===== config.mk =====
export PLATFORM = sky130hd
export DESIGN_NAME = rr_flow_arb_flat
export DESIGN_NICKNAME = d
export VERILOG_FILES = /design/src/rtl/rr_flow_arb_if.sv /design/src/rtl/rr_flow_arb.sv /design/src/flat_wrapper.sv
export SDC_FILE = /design/constraint.sdc
export NUM_CORES = 1
export LEC_CHECK = 0
export ABC_AREA = 1
export CELL_PAD_IN_SITES_DETAIL_PLACEMENT = 0
export CELL_PAD_IN_SITES_GLOBAL_PLACEMENT = 1
export CORE_UTILIZATION = 27
export DETAILED_ROUTE_END_ITERATION = 7
export PLACE_DENSITY = 0.78
export SYNTH_ARGS = -nofsm -noshare
export SYNTH_HDL_FRONTEND = slang
export SYNTH_SLANG_ARGS = --single-unit

===== constraint.sdc =====
create_clock -name clk -period 2.4 [get_ports clk]
set_input_delay 0.24 -clock clk [delete_from_list [all_inputs] [get_ports clk]]
set_output_delay 0.24 -clock clk [all_outputs]
set_load 0.01 [all_outputs]

===== src/rtl/rr_flow_arb_if.sv =====
// rr_flow_arb_if: bundle of the arbiter's requester and downstream signals.
//   valid_in/last_in/d_in : M requester streams (d_in lane i at [i*N +: N])
//   ready_out             : per-requester accept, at most one bit set
//   valid_out/last_out/d_out/src_out : registered output beat
//   ready_in              : downstream ready
// master = producers + downstream sink (testbench side), slave = arbiter.
interface rr_flow_arb_if #(
    parameter int M   = 4,
    parameter int N   = 4,
    parameter int IDW = $clog2(M)
);
    logic [M-1:0]   valid_in;
    logic [M-1:0]   last_in;
    logic [M*N-1:0] d_in;
    logic [M-1:0]   ready_out;
    logic           valid_out;
    logic           last_out;
    logic [N-1:0]   d_out;
    logic [IDW-1:0] src_out;
    logic           ready_in;

    modport master (
        output valid_in, last_in, d_in, ready_in,
        input  ready_out, valid_out, last_out, d_out, src_out
    );

    modport slave (
        input  valid_in, last_in, d_in, ready_in,
        output ready_out, valid_out, last_out, d_out, src_out
    );
endinterface


===== src/rtl/rr_flow_arb.sv =====
// rr_flow_arb: packet-aware round-robin arbiter sharing one valid/ready
// output stage between M requesters.
//   clk : clock, all state on posedge
//   rst : synchronous active-high reset
//   bus : rr_flow_arb_if.slave (requester inputs, ready_out, registered
//         output beat valid_out/last_out/d_out/src_out, downstream ready_in)
// A grant opened by a non-last beat stays locked to that requester until its
// last beat is accepted. The output register refills in the same cycle it
// drains, giving one beat per cycle.
module rr_flow_arb #(
    parameter int M   = 4,
    parameter int N   = 4,
    parameter int IDW = $clog2(M)
) (
    input  logic         clk,
    input  logic         rst,
    rr_flow_arb_if.slave bus
);
    typedef enum logic {IDLE, LOCKED} state_t;

    state_t         state_q, state_d;
    logic [IDW-1:0] lock_id_q, lock_id_d;
    logic [IDW-1:0] ptr_q, ptr_d;

    logic           valid_q;
    logic           last_q;
    logic [N-1:0]   d_q;
    logic [IDW-1:0] src_q;

    logic           load;
    logic           gnt_vld;
    logic [IDW-1:0] gnt_id;
    logic           accept;
    logic [N-1:0]   sel_d;
    logic           sel_last;

    // Stage can take a new beat when empty or draining this cycle.
    assign load = ~valid_q | bus.ready_in;

    // Grant selection. In IDLE the search starts at ptr and wraps; the
    // index is formed one bit wider so ptr+k cannot overflow before the
    // modulo-M correction (M need not be a power of two).
    always_comb begin
        logic [IDW:0] idx;
        gnt_vld = 1'b0;
        gnt_id  = '0;
        idx     = '0;
        if (state_q == LOCKED) begin
            gnt_vld = bus.valid_in[lock_id_q];
            gnt_id  = lock_id_q;
        end else begin
            for (int k = M - 1; k >= 0; k--) begin
                idx = {1'b0, ptr_q} + (IDW+1)'(k);
                if (idx >= (IDW+1)'(M))
                    idx = idx - (IDW+1)'(M);
                // Descending scan so the lowest offset from ptr wins last.
                if (bus.valid_in[idx[IDW-1:0]]) begin
                    gnt_vld = 1'b1;
                    gnt_id  = idx[IDW-1:0];
                end
            end
        end
    end

    assign accept = gnt_vld & load & ~rst;

    always_comb begin
        bus.ready_out = '0;
        if (accept)
            bus.ready_out[gnt_id] = 1'b1;
    end

    // Data/last mux for the granted lane.
    always_comb begin
        sel_d    = '0;
        sel_last = 1'b0;
        for (int i = 0; i < M; i++) begin
            if (gnt_id == IDW'(i)) begin
                sel_d    = bus.d_in[i*N +: N];
                sel_last = bus.last_in[i];
            end
        end
    end

    // Lock FSM and round-robin pointer, both advanced only by accepted beats.
    always_comb begin
        state_d   = state_q;
        lock_id_d = lock_id_q;
        ptr_d     = ptr_q;
        if (accept) begin
            case (state_q)
                IDLE: begin
                    if (!sel_last) begin
                        state_d   = LOCKED;
                        lock_id_d = gnt_id;
                    end
                end
                LOCKED: begin
                    if (sel_last)
                        state_d = IDLE;
                end
                default: state_d = IDLE;
            endcase
            if (sel_last)
                ptr_d = (gnt_id == IDW'(M - 1)) ? '0 : gnt_id + 1'b1;
        end
    end

    always_ff @(posedge clk) begin
        if (rst) begin
            state_q   <= IDLE;
            lock_id_q <= '0;
            ptr_q     <= '0;
        end else begin
            state_q   <= state_d;
            lock_id_q <= lock_id_d;
            ptr_q     <= ptr_d;
        end
    end

    // Output stage. An empty load slot clears valid but leaves the payload
    // registers untouched.
    always_ff @(posedge clk) begin
        if (rst) begin
            valid_q <= 1'b0;
            last_q  <= 1'b0;
            d_q     <= '0;
            src_q   <= '0;
        end else if (load) begin
            valid_q <= accept;
            if (accept) begin
                last_q <= sel_last;
                d_q    <= sel_d;
                src_q  <= gnt_id;
            end
        end
    end

    assign bus.valid_out = valid_q;
    assign bus.last_out  = last_q;
    assign bus.d_out     = d_q;
    assign bus.src_out   = src_q;
endmodule


===== src/flat_wrapper.sv =====
// flat-port wrapper written by rule: the top's interface ports become plain ports
module rr_flow_arb_flat 
#(
    parameter int M   = 4,
    parameter int N   = 4,
    parameter int IDW = $clog2(M)
)
  (clk, rst, bus_valid_in, bus_last_in, bus_d_in, bus_ready_in, bus_ready_out, bus_valid_out, bus_last_out, bus_d_out, bus_src_out);
  rr_flow_arb_if #(.M(M), .N(N), .IDW(IDW)) bus_i ();
  input  logic clk;
  input  logic rst;
  input wire logic [$bits(bus_i.valid_in)-1:0] bus_valid_in;
  input wire logic [$bits(bus_i.last_in)-1:0] bus_last_in;
  input wire logic [$bits(bus_i.d_in)-1:0] bus_d_in;
  input wire logic [$bits(bus_i.ready_in)-1:0] bus_ready_in;
  output wire logic [$bits(bus_i.ready_out)-1:0] bus_ready_out;
  output wire logic [$bits(bus_i.valid_out)-1:0] bus_valid_out;
  output wire logic [$bits(bus_i.last_out)-1:0] bus_last_out;
  output wire logic [$bits(bus_i.d_out)-1:0] bus_d_out;
  output wire logic [$bits(bus_i.src_out)-1:0] bus_src_out;
  assign bus_i.valid_in = bus_valid_in;
  assign bus_i.last_in = bus_last_in;
  assign bus_i.d_in = bus_d_in;
  assign bus_i.ready_in = bus_ready_in;
  assign bus_ready_out = bus_i.ready_out;
  assign bus_valid_out = bus_i.valid_out;
  assign bus_last_out = bus_i.last_out;
  assign bus_d_out = bus_i.d_out;
  assign bus_src_out = bus_i.src_out;
  rr_flow_arb #(.M(M), .N(N), .IDW(IDW)) u_core (.clk(clk), .rst(rst), .bus(bus_i));
endmodule

==> flow_metrics.tcl <==
set metrics [dict create \
    status "finished, final reports clean" \
    first_global_vias 1194 \
    fin_util_pct 51.4 \
    cts_inserted_buffers 3 \
    syn_area_um2 1100 \
    path_clk_slew_ns 0.06 \
    leakagePower_nw 0.939 \
    peakVddDrop_mv 0.592 \
    cap_violations 0 \
    synth.avg_cell_area_um2 6.28 \
    synth-simple-area-share_pct 48.7 \
    clk_path_buf_depth 2 \
    fp.coreArea_um2 3770 \
    area_growth_pct 76.3 \
    fmax_ghz 0.442 \
    wire_per_inst_um 11.0 \
    worst_pin_slew_ns 0.341 \
    row_count 22 \
    slew_headroom_pct 77.2 \
    crit_type "register to output pin" \
    syn_nets 206 \
    pin_count 39 \
    antenna_left 0 \
    grt_setup_unrepaired "yes" \
    yosysTopAreaCell "dfxtp_1" \
    dp_hpwl_um 2350 \
    required_ns 2.16 \
    cts_root_buffer "clkbuf_8" \
    syn_inst 175 \
    dpl_cell_area_um2 1670 \
    synth_seq_area_share_pct 23.7 \
    cts_tree "built" \
    crit_path_frequent_cell "nand2_4" \
    yosysTopAreaCellShare_pct 23.7 \
    yosys-top-cells-area "dfxtp_1, nand2_1, nand3_1, inv_1, ha_1" \
    drive_above_1_share_pct 39.7 \
    setup_viol 0 \
    track_usage_pct 15.2 \
    critical_path.top_delay_family "simple AND/OR/NAND/NOR gates" \
    fin_area_um2 1940 \
    grt_pass1_wl_um 5180 \
    report.final.slew_viol_count 0 \
    via_per_inst 4.38 \
    fin_nets 271 \
    start_util_pct 29.2 \
    routed_wl_um 3150 \
    synth-adder-area-share_pct 4.55 \
    path_max_fanout 8 \
    worst_ep_arrival_time_ns 2.02 \
    grt-ovfl-total 0 \
    clkLatencyLatePin_ns 0.24 \
    hold_viol_final 0 \
    muxShareOfSynthArea_pct 0 \
    powerDensity_nw_per_um2 1360 \
    period_needed_ns 2.26 \
    grt_max_degree 13 \
    gp_congestion 0.790 \
    cts.sinks 13 \
    hold_class "register to register" \
    route.detailed.drc 0 \
    period_share_pct 94.2 \
    antenna_found_initial 0 \
    startpoint_type "register" \
    first_pass_iters 4 \
    drt_iter0_drc 22 \
    vias 1257 \
    fin_skew_ns 0.000898 \
    max_stage_delay_ns 0.43 \
    hold_buffers 0 \
    cp_num_buf_inv 3 \
    die-height_um 65.8 \
    num_antenna_cells 0 \
    htree_levels 1 \
    slowest_stage "dfxtp_4" \
    yosysUniqueCellTypes 26 \
    die_w_um 65.8 \
    synth_top_family_by_area "simple AND/OR/NAND/NOR gates" \
    port_buffers 38 \
    synth-xor-area-share_pct 0 \
    crit_chain "inv_8 -> nand2_2 -> nand2_2 -> nand2_4 -> nand2_4 -> nor2_2 -> nor2_1 -> nand2_1 -> nand3_2 -> nand2_4 -> ha_4 -> inv_4 -> nor2_1 -> clkdlybuf4s15_1" \
    dieArea_um2 4330 \
    ys.warnings.count 0 \
    synth-seq-cells 13 \
    cp-end-kind "output pin" \
    synth_compound_area_share_pct 11.3 \
]
-- logic make-up (layout without fill, tap and decap cells) --
family / count (synthesis) / after routing
AND/OR/NAND/NOR: 110 / 110
buffers and inverters: 26 / 90
AO/OA/AOI/OAI: 22 / 22
flip-flops: 13 / 13
adder cells (fa/ha/maj): 4 / 4
-- final timing paths --
path	from	end	slack, ns	cells past startpoint
min reg2reg	u_core.bus.last_out	u_core.bus.last_out	0.46	2
min	u_core.bus.last_out	u_core.bus.last_out	0.46	2
max reg2reg	u_core.ptr_q[0]	u_core.lock_id_q[0]	0.15	22
max	u_core.ptr_q[0]	bus_ready_out[2]	0.14	14
-- metal layers --
metal / vias up / GRT usage [%] / wire, um
met4: 0 / 3.26 / 0
met3: 0 / 2.93 / 74
met5: - / 0 / 0
met2: 13 / 25.3 / 1580
met1: 564 / 20.2 / 1490
li1: 680 / - / -
-- worst min-delay path, stage by stage, from the launching register on --
cell and delay (ns):
dfxtp_1 0.30, nand3_1 0.07, nand2_1 0.04
-- cell type report --
cell class                 count  area [um^2]
tap                           48         60.1
multi-input combinational    136          886
clock buffer                   4         45.0
inverter                      23          109
sequential                    13          268
fill                         381         1830
timing repair buffer          63          572
-- power breakdown --
part	internal, mW	switching [mW]	leakage, nW
logic	0.949	1.09	0.808
registers	0.309	0.0854	0.109
clock network	0.117	0.0787	0.0228
total	1.38	1.26	0.939
-- synth_stat cells --
| library cell | count |
|---|---|
| inv_6 | 1 |
| nand2_4 | 4 |
| nor2_1 | 11 |
| o211ai_1 | 4 |
| inv_2 | 1 |
| inv_1 | 18 |
| clkbuf_4 | 1 |
| nor2_2 | 2 |
| nor3_4 | 1 |
| nand2_8 | 1 |
| nor2_4 | 1 |
| buf_6 | 1 |
| buf_8 | 1 |
| a21oi_1 | 9 |
| clkinv_1 | 1 |
| and2_4 | 2 |
| nand2_1 | 62 |
| o21ai_1 | 1 |
| o21ai_0 | 7 |
| nand3_1 | 19 |
| or2_0 | 1 |
| o21ai_2 | 1 |
| dfxtp_1 | 13 |
| nand2_2 | 6 |
| ha_1 | 4 |
| inv_4 | 2 |
-- stage by stage --
step	total power, mW	hold WS, ns	setup TNS [ns]	setup WS, ns	instances
detailed placement	2.03	0.459	-4.57	-0.397	280
floorplan	1.42	0.336	0	0.0971	175
CTS	2.28	0.464	0	0.000537	284
finish	2.63	0.461	0	0.139	287
global placement	2.03	0.450	-5.10	-0.450	280
global route	2.91	0.483	-0.0316	-0.0316	287
-- state kept, by name, summed over array words and instances (netlist names) --
signal and count:
u_core.bus.d_out 4, u_core.bus.last_out 1, u_core.bus.src_out 2, u_core.bus.valid_out 1
u_core.lock_id_q 2, u_core.ptr_q 2, u_core.state_q 1
-- cells in the final DEF, fill, tap and decap left out, drive strengths merged --
| cell type | Yosys | layout |
|---|---|---|
| nand3 | 19 | 19 |
| nor2 | 14 | 14 |
| clkdlybuf4s50 | 0 | 30 |
| ha | 4 | 4 |
| inv | 22 | 23 |
| clkdlybuf4s15 | 0 | 2 |
| and2 | 2 | 2 |
| dlymetal6s2s | 0 | 2 |
| nor3 | 1 | 1 |
| or2 | 1 | 1 |
| buf | 2 | 26 |
| nand2 | 73 | 73 |
| clkbuf | 1 | 5 |
| a21oi | 9 | 9 |
| dfxtp | 13 | 13 |
| o21ai | 9 | 9 |
| o211ai | 4 | 4 |
| dlygate4sd2 | 0 | 2 |
-- repair_timing --
item	4_1_cts	5_1_grt
pin swaps	1	25
setup buffers	0	3
endpoints found under the setup margin	14	14
cloned	0	0
gates resized for setup	18	64
Note: power is estimated with default switching activity, not from simulation.
